File: config.mk
export PLATFORM = sky130hd
export DESIGN_NAME = audio_mute_fader_flat
export DESIGN_NICKNAME = d
export VERILOG_FILES = /design/src/rtl/audio_mute_fader_if.sv /design/src/rtl/audio_mute_fader.sv /design/src/flat_wrapper.sv
export SDC_FILE = /design/constraint.sdc
export NUM_CORES = 1
export LEC_CHECK = 0
export CORE_MARGIN = 1.5
export CORE_UTILIZATION = 64
export DETAILED_ROUTE_END_ITERATION = 7
export PLACE_DENSITY = 0.87
export SYNTH_ARGS = -nofsm -noshare
export SYNTH_HDL_FRONTEND = slang
export SYNTH_SLANG_ARGS = --single-unit
File: constraint.sdc
create_clock -name clk_sys -period 7.2 [get_ports clk_sys]
set_input_delay 1.8 -clock clk_sys [delete_from_list [all_inputs] [get_ports clk_sys]]
set_output_delay 1.8 -clock clk_sys [all_outputs]
set_load 0.01 [all_outputs]
File: src/rtl/audio_mute_fader_if.sv
// Sample/control bundle between the audio source side and the mute/fade gate.
// The master drives enable, mute request and samples; the slave returns scaled samples and status.
interface audio_mute_fader_if #(
    parameter int CHANNELS  = 2,
    parameter int WIDTH     = 16,
    parameter int RAMP_BITS = 10
);
    logic                      ce;
    logic                      mute_req;
    logic [CHANNELS*WIDTH-1:0] sample_in;
    logic [CHANNELS*WIDTH-1:0] sample_out;
    logic [RAMP_BITS:0]        gain;
    logic                      muted;
    logic                      running;

    modport master (
        output ce, mute_req, sample_in,
        input  sample_out, gain, muted, running
    );

    modport slave (
        input  ce, mute_req, sample_in,
        output sample_out, gain, muted, running
    );
endinterface

File: src/rtl/audio_mute_fader.sv
// Multi-channel audio gate: silence while muted, programmable hold, then linear fade-in;
// a mute request during playback fades out before silencing.
module audio_mute_fader #(
    parameter int          CHANNELS   = 2,
    parameter int          WIDTH      = 16,
    parameter logic [23:0] HOLD_TICKS = 24'd16777215,
    parameter int          RAMP_BITS  = 10
) (
    input  logic               clk_sys,
    input  logic               reset,
    audio_mute_fader_if.slave  bus
);
    localparam int GW     = RAMP_BITS + 1;
    localparam int PW     = WIDTH + RAMP_BITS + 1;
    localparam int HOLD_W = (HOLD_TICKS > 24'd1) ? $clog2(HOLD_TICKS) : 1;

    localparam logic [GW-1:0]     FULL      = {1'b1, {RAMP_BITS{1'b0}}};
    localparam logic [GW-1:0]     GAIN_ZERO = {GW{1'b0}};
    localparam logic [GW-1:0]     GAIN_ONE  = {{(GW-1){1'b0}}, 1'b1};
    localparam logic [HOLD_W-1:0] HOLD_ZERO = {HOLD_W{1'b0}};
    localparam logic [HOLD_W-1:0] HOLD_ONE  = {{(HOLD_W-1){1'b0}}, 1'b1};
    localparam logic [HOLD_W-1:0] HOLD_LAST = HOLD_W'(HOLD_TICKS - 24'd1);

    typedef enum logic [1:0] {
        ST_MUTE      = 2'd0,
        ST_RAMP_UP   = 2'd1,
        ST_RUN       = 2'd2,
        ST_RAMP_DOWN = 2'd3
    } state_t;

    state_t                    state_r, state_nxt_s;
    logic [GW-1:0]             gain_r, gain_nxt_s;
    logic [HOLD_W-1:0]         hold_cnt_r, hold_nxt_s;
    logic [CHANNELS*WIDTH-1:0] sample_out_r, scaled_s;
    logic                      muted_r, running_r;

    // Signed sample times unsigned gain, floored back to sample width; gain==FULL is identity.
    function automatic logic [WIDTH-1:0] scale_sample(input logic [WIDTH-1:0] smp,
                                                      input logic [GW-1:0]    g);
        logic signed [PW-1:0] smp_x;
        logic signed [PW-1:0] g_x;
        logic signed [PW-1:0] prod;
        logic signed [PW-1:0] shifted;
        smp_x   = PW'($signed(smp));
        g_x     = $signed(PW'(g));
        prod    = smp_x * g_x;
        shifted = prod >>> RAMP_BITS;
        return shifted[WIDTH-1:0];
    endfunction

    // Per-channel scaling with the gain currently held in the register.
    always_comb begin
        scaled_s = {(CHANNELS*WIDTH){1'b0}};
        for (int k = 0; k < CHANNELS; k++) begin
            scaled_s[k*WIDTH +: WIDTH] = scale_sample(bus.sample_in[k*WIDTH +: WIDTH], gain_r);
        end
    end

    // Next-state, gain and hold-counter decisions for one ce tick.
    always_comb begin
        state_nxt_s = state_r;
        gain_nxt_s  = gain_r;
        hold_nxt_s  = hold_cnt_r;
        case (state_r)
            ST_MUTE: begin
                if (bus.mute_req) begin
                    hold_nxt_s = HOLD_ZERO;
                end else if (hold_cnt_r == HOLD_LAST) begin
                    state_nxt_s = ST_RAMP_UP;
                    gain_nxt_s  = GAIN_ZERO;
                    hold_nxt_s  = HOLD_ZERO;
                end else begin
                    hold_nxt_s = hold_cnt_r + HOLD_ONE;
                end
            end
            ST_RAMP_UP: begin
                // A fade-out from zero gain has nothing to ramp, so it lands in MUTE at once.
                if (bus.mute_req) begin
                    if (gain_r == GAIN_ZERO) begin
                        state_nxt_s = ST_MUTE;
                        hold_nxt_s  = HOLD_ZERO;
                    end else begin
                        state_nxt_s = ST_RAMP_DOWN;
                    end
                end else begin
                    gain_nxt_s = gain_r + GAIN_ONE;
                    if ((gain_r + GAIN_ONE) == FULL) begin
                        state_nxt_s = ST_RUN;
                    end else begin
                        state_nxt_s = ST_RAMP_UP;
                    end
                end
            end
            ST_RUN: begin
                if (bus.mute_req) begin
                    state_nxt_s = ST_RAMP_DOWN;
                end else begin
                    state_nxt_s = ST_RUN;
                end
            end
            ST_RAMP_DOWN: begin
                if (gain_r <= GAIN_ONE) begin
                    state_nxt_s = ST_MUTE;
                    gain_nxt_s  = GAIN_ZERO;
                    hold_nxt_s  = HOLD_ZERO;
                end else begin
                    gain_nxt_s = gain_r - GAIN_ONE;
                end
            end
            default: begin
                state_nxt_s = ST_MUTE;
                gain_nxt_s  = GAIN_ZERO;
                hold_nxt_s  = HOLD_ZERO;
            end
        endcase
    end

    // State, gain, counter and output registers; everything advances only on ce.
    always_ff @(posedge clk_sys) begin
        if (reset) begin
            state_r      <= ST_MUTE;
            gain_r       <= GAIN_ZERO;
            hold_cnt_r   <= HOLD_ZERO;
            sample_out_r <= {(CHANNELS*WIDTH){1'b0}};
            muted_r      <= 1'b1;
            running_r    <= 1'b0;
        end else if (bus.ce) begin
            state_r      <= state_nxt_s;
            gain_r       <= gain_nxt_s;
            hold_cnt_r   <= hold_nxt_s;
            sample_out_r <= scaled_s;
            muted_r      <= (state_nxt_s == ST_MUTE);
            running_r    <= (state_nxt_s == ST_RUN);
        end
    end

    assign bus.sample_out = sample_out_r;
    assign bus.gain       = gain_r;
    assign bus.muted      = muted_r;
    assign bus.running    = running_r;
endmodule

File: src/flat_wrapper.sv
// flat-port wrapper written by rule: the top's interface ports become plain ports
module audio_mute_fader_flat 
#(
    parameter int          CHANNELS   = 2,
    parameter int          WIDTH      = 16,
    parameter logic [23:0] HOLD_TICKS = 24'd16777215,
    parameter int          RAMP_BITS  = 10
)
  (clk_sys, reset, bus_ce, bus_mute_req, bus_sample_in, bus_sample_out, bus_gain, bus_muted, bus_running);
  audio_mute_fader_if #(.CHANNELS(CHANNELS), .WIDTH(WIDTH), .RAMP_BITS(RAMP_BITS)) bus_i ();
  input  logic clk_sys;
  input  logic reset;
  input wire logic [$bits(bus_i.ce)-1:0] bus_ce;
  input wire logic [$bits(bus_i.mute_req)-1:0] bus_mute_req;
  input wire logic [$bits(bus_i.sample_in)-1:0] bus_sample_in;
  output wire logic [$bits(bus_i.sample_out)-1:0] bus_sample_out;
  output wire logic [$bits(bus_i.gain)-1:0] bus_gain;
  output wire logic [$bits(bus_i.muted)-1:0] bus_muted;
  output wire logic [$bits(bus_i.running)-1:0] bus_running;
  assign bus_i.ce = bus_ce;
  assign bus_i.mute_req = bus_mute_req;
  assign bus_i.sample_in = bus_sample_in;
  assign bus_sample_out = bus_i.sample_out;
  assign bus_gain = bus_i.gain;
  assign bus_muted = bus_i.muted;
  assign bus_running = bus_i.running;
  audio_mute_fader #(.CHANNELS(CHANNELS), .WIDTH(WIDTH), .HOLD_TICKS(HOLD_TICKS), .RAMP_BITS(RAMP_BITS)) u_core (.clk_sys(clk_sys), .reset(reset), .bus(bus_i));
endmodule
### Word-level counts from Yosys, hierarchy flattened

Cells that the tools add are included.

| storage, ports and cells | value |
|---|---|
| register bits | 71 |
| output and inout port bits | 45 |
| input bits | 36 |

| cells by class | value |
|---|---|
| reductions and logical operators | 6 |
| multiply operators | 2 |
| equality and inequality tests | 12 |
| multiplexer cells | 19 |
| add/subtract/negate cells | 3 |
| $lt $le $gt $ge | 1 |

Operators with widths:

| operator | count |
|---|---|
| 24-bit 2-to-1 mux | 5 |
| 24-bit case mux with 3 select lines | 1 |
| 16-bit by 12-bit multiplier with 26-bit output | 2 |
| 11-bit 2-to-1 mux | 4 |
| 11-bit case mux with 3 select lines | 1 |
| 24-bit by 1-bit adder with 24-bit output, second input constant | 1 |
| 24-bit equality test, second input constant | 1 |
| 2-bit 2-to-1 mux | 6 |
| 11-bit by 1-bit adder with 11-bit output, second input constant | 1 |
| 11-bit equality test, second input constant | 1 |
| 11-bit by 1-bit <= comparator with 1-bit output, second input constant | 1 |
| 11-bit zero test | 1 |
| 11-bit by 1-bit subtractor with 11-bit output, second input constant | 1 |
| 5-bit AND reduction | 2 |
| 2-bit case mux with 4 select lines | 1 |
| 2-bit equality test, second input constant | 3 |
| 2-bit by 1-bit inequality test with 1-bit output, second input constant | 3 |
| 2-bit inequality test, second input constant | 3 |
| 2-bit zero test | 2 |
| 3-bit nonzero test | 1 |
| 2-bit by 1-bit equality test with 1-bit output, second input constant | 1 |
| 1-bit 2-to-1 mux | 1 |

### Logic depth before layout (Yosys ltp)

Gate-level depths: netlist of the first run.

| logic depth | value |
|---|---|
| depth in word-level cells | 6 |
| mapped depth | 24 |

### Least setup slack after synthesis of the first run

No wires, ideal clock.

| path | value |
|---|---|
| path kind | input-to-reg |
| from | in bus_sample_in[5] |
| to | reg u_core.sample_out_r[13] (netlist: u_core.bus.sample_out[13]) |
| path buffers | 1 |
| library setup time | 0.117 ns |
| required time | 7.083 ns |
| slack | 0.542 ns |
| stages on the path | 20 |
| arrival time | 6.541 ns |
| path through | clkbuf_1 > and2_1 > fa_1 > inv_1 > fa_1 > inv_1 > fa_1 > fa_1 > inv_1 > fa_1 > inv_1 > ha_1 > a21o_1 > a21o_1 > nor3_1 > and2_1 > o21ai_1 > a21o_1 > a211o_1 > a32o_1 |

| between the ends | value |
|---|---|
| cells in the longest elaborated chain, start to end | 1 |

Ends and longest elaborated chain:

| element | RTL line | text |
|---|---|---|
| start: declaration | flat_wrapper.sv:15 | `input wire logic [$bits(bus_i.sample_in)-1:0] bus_sample_in;` |
| 16-bit by 12-bit multiplier with 26-bit output | audio_mute_fader.sv:46 | `prod = smp_x * g_x;` |
| end signal: assignment | audio_mute_fader.sv:124 | `sample_out_r <= {(CHANNELS*WIDTH){1'b0}};` |
| end signal: assignment | audio_mute_fader.sv:131 | `sample_out_r <= scaled_s;` |
| end: declaration | audio_mute_fader.sv:34 | `logic [CHANNELS*WIDTH-1:0] sample_out_r, scaled_s;` |

Every way passes these cells.
A chain may end at the register's enable or synchronous reset.

### Final worst setup path of the first run

| path | value |
|---|---|
| from | in bus_sample_in[25] |
| to | reg u_core.sample_out_r[30] (netlist: u_core.bus.sample_out[30]) |

The elaborated chain is that of the path after synthesis.

==> results_dict.tcl, run 1 <==
set metrics [dict create \
    power_density_mw_per_mm2 57.46 \
    worstHoldStart "u_core.bus.sample_out[22]" \
    tns_ns 0 \
    ioPinCount 81 \
    path_clk_slew_ns 0.07 \
    worstSetupEndpointType "flip-flop" \
    fin_nets 2330 \
    drtIter0Drc 907 \
    die_h_um 158.2 \
    ctsHoldBuffers 0 \
    vdd.ir_drop.worst_v 0.0001081 \
    final_cell_mix "inv_1, fa_1, nand2_1" \
    via_per_inst 5.611 \
    period_share 0.9688 \
    cap_violations 0 \
    tritoncts "done" \
    min_to "u_core.bus.sample_out[22]" \
    hold_viol 0 \
    clock-sinks 71 \
    numCtsBuffers 9 \
    synthArstFlopShare 0 \
    die_w_um 158.2 \
    critPathKind "in2reg" \
    floorplan.initialDensity 0.6544 \
    highest_layer "met4" \
    gp_congestion 0.8965 \
    grt_util_all_layers 0.3082 \
    wl_mm 35.53 \
    wl_met3_mm 2.612 \
    wl_per_cell_um 16.13 \
    maxSlewViolCount 0 \
    cts.path.max_buffers 2 \
    antenna_found_initial 0 \
    synth_top_cell_by_area "fa_1" \
    antenna_left 0 \
    wl_met1_mm 13.46 \
    crit_path_max_fanout 9 \
    synth_edf_count 0 \
    n_antenna_cell 0 \
    synth_seq_cells 71 \
    syn_avg_cell_area_um2 8.461 \
    fmax_ghz 0.1434 \
    clk_latency_ns 0.36 \
    regToRegStartpoint "u_core.bus.gain[5]" \
    root_buffer "clkbuf_16" \
    syn_area_mm2 0.01541 \
    relSlewSlack 0.1837 \
    start_kind "input port" \
    worstPathRequired_ns 7.42 \
    status "complete, no violations" \
    total_power_mw 0.9797 \
    die_area_mm2 0.02501 \
    hold_depth 2 \
    synth.top_cell.area_share 0.3950 \
    met2_length_mm 18.15 \
    postCtsSetupRepairBufs 0 \
    r2r_end "u_core.bus.sample_out[30]" \
    dpl.hpwl_mm 28.86 \
    yosysWarnings 0 \
    rows 56 \
    drc 0 \
    vias 12360 \
    hold_path.class "reg2reg" \
    setup_viol 0 \
    synth_nets 2272 \
    skew_ns 0.01692 \
    post_synth_main_area_contributors "fa_1, inv_1, dfxtp_1" \
    min_period_ns 6.976 \
    worst_pin_slew_ns 1.223 \
    holdWs_ns 0.4451 \
    io_buffers 80 \
    r2r_slack_ns 1.05 \
    grt_max_degree 33 \
    synth_cell_type_count 63 \
    reg2reg_depth 19 \
    final_common_cell "inv_1" \
    first_pass_iters 6 \
    p_leak_nw 8.849 \
    syn_to_final_growth_pct 10.65 \
    fp.coreArea_mm2 0.02354 \
    layout_setup_ws_ns 0.2245 \
    globalRouteOverflowTotal 0 \
    drive_gt1_frac 0.05414 \
    critical_path_arrival_ns 7.20 \
    grt_pass1_wl_mm 60.58 \
    netlist_instances 1821 \
    cts_resized 0 \
    h-tree-depth 3 \
    ys.flop_type "dfxtp_1" \
    grt_pass1_vias 13130 \
    ys_seq_area_frac 0.09225 \
    dp_worst_setup_slack_ns -0.2481 \
    utilization 0.7242 \
]
area by class of cell:
cell class	instances	area, um^2
multi-input cells	1238	12070
repair buffers	146	1321
clock inverters	7	62.56
fillers	1790	6494
flip-flops and latches	71	1423
inverters	413	1550
clock buffers	9	225.2
well taps	319	399.1
flip-flops by register name (all words and copies together) (netlist names):
name and cells:
u_core.bus.gain 11, u_core.hold_cnt_r 24, u_core.bus.muted 1, u_core.bus.sample_out 32, u_core.state_r 2, u_core.bus.running 1
worst max path at each step:
stage | start | to | cells past startpoint
2_1_floorplan | bus_sample_in[5] | u_core.bus.sample_out[13] | 20
3_3_place_gp | bus_sample_in[22] | u_core.bus.sample_out[30] | 18
3_5_place_dp | bus_sample_in[26] | u_core.bus.sample_out[30] | 18
4_1_cts | bus_sample_in[26] | u_core.bus.sample_out[30] | 18
5_1_grt | bus_sample_in[25] | u_core.bus.sample_out[30] | 19
6_report | bus_sample_in[25] | u_core.bus.sample_out[30] | 19
synthesized netlist by cell type (5+ instances only):
master	instances
fa_1	304
a21o_1	16
o21ai_0	10
xor2_1	35
xnor2_1	32
a221o_1	5
dfxtp_1	71
buf_1	7
nand2b_1	7
nand2_1	289
a211oi_1	7
o22ai_1	5
a21oi_1	43
mux2i_1	6
a22oi_1	6
nor2_1	64
nor3_1	13
inv_1	412
and3_1	12
clkbuf_1	84
or3_1	10
ha_1	111
nor2b_1	7
o21ai_1	36
nand3_1	17
nand4_1	18
buf_2	7
o211ai_1	9
and2_1	112
cells by family after synthesis:
group	after synthesis	synth area share
AO/OA/AOI/OAI	174	0.07382
XOR/XNOR	67	0.03809
adder cells (fa/ha/maj)	415	0.4851
buffers and inverters	512	0.1255
flip-flops	71	0.09225
multiplexers	6	0.003898
AND/OR/NAND/NOR	576	0.1813
through the flow:
stage | cells | area (um^2)
final | 2203 | 17050
after global placement | 2187 | 16730
after CTS | 2203 | 17020
after detailed placement | 2187 | 16730
after global routing | 2203 | 17050
after floorplan | 1821 | 15410
critical path, cell delays in order:
cell             delay (ns)
clkdlybuf4s50_1        0.76
nand2_1                0.14
fa_1                   0.51
fa_1                   0.51
inv_1                  0.07
fa_1                   0.50
fa_1                   0.50
inv_1                  0.05
fa_1                   0.50
inv_1                  0.06
ha_1                   0.35
nand2_1                0.08
o21ai_1                0.32
o21ba_2                0.25
o31ai_4                0.11
a21oi_1                0.27
a41oi_1                0.18
xor2_1                 0.16
o21ai_1                0.07
report_power, final:
group	switching, mW	leakage (nW)	total [mW]	internal (mW)
Sequential	0.00528	0.573	0.401	0.396
Clock	0.216	0.133	0.457	0.241
Combinational	0.0760	8.14	0.121	0.0454
Total	0.297	8.85	0.980	0.682
per-layer routing:
layer  vias to the layer above  global-route usage
met5                         -                   0
met1                      6121              0.3752
li1                       5610                   -
met3                       112             0.05229
met4                         0              0.1268
met2                       519              0.5421
Power figures use the tool's default switching activity.
==> run 2: changes to the inputs <==
--- a/config.mk
+++ b/config.mk
@@ -7,6 +7,7 @@
 export LEC_CHECK = 0
 export CORE_MARGIN = 1.5
 export CORE_UTILIZATION = 64
+export CTS_CLUSTER_DIAMETER = 100
 export DETAILED_ROUTE_END_ITERATION = 7
 export PLACE_DENSITY = 0.87
 export SYNTH_ARGS = -nofsm -noshare
==> results of run 2 <==
No change in the layout: final DEF, timing and power equal those of run 1.
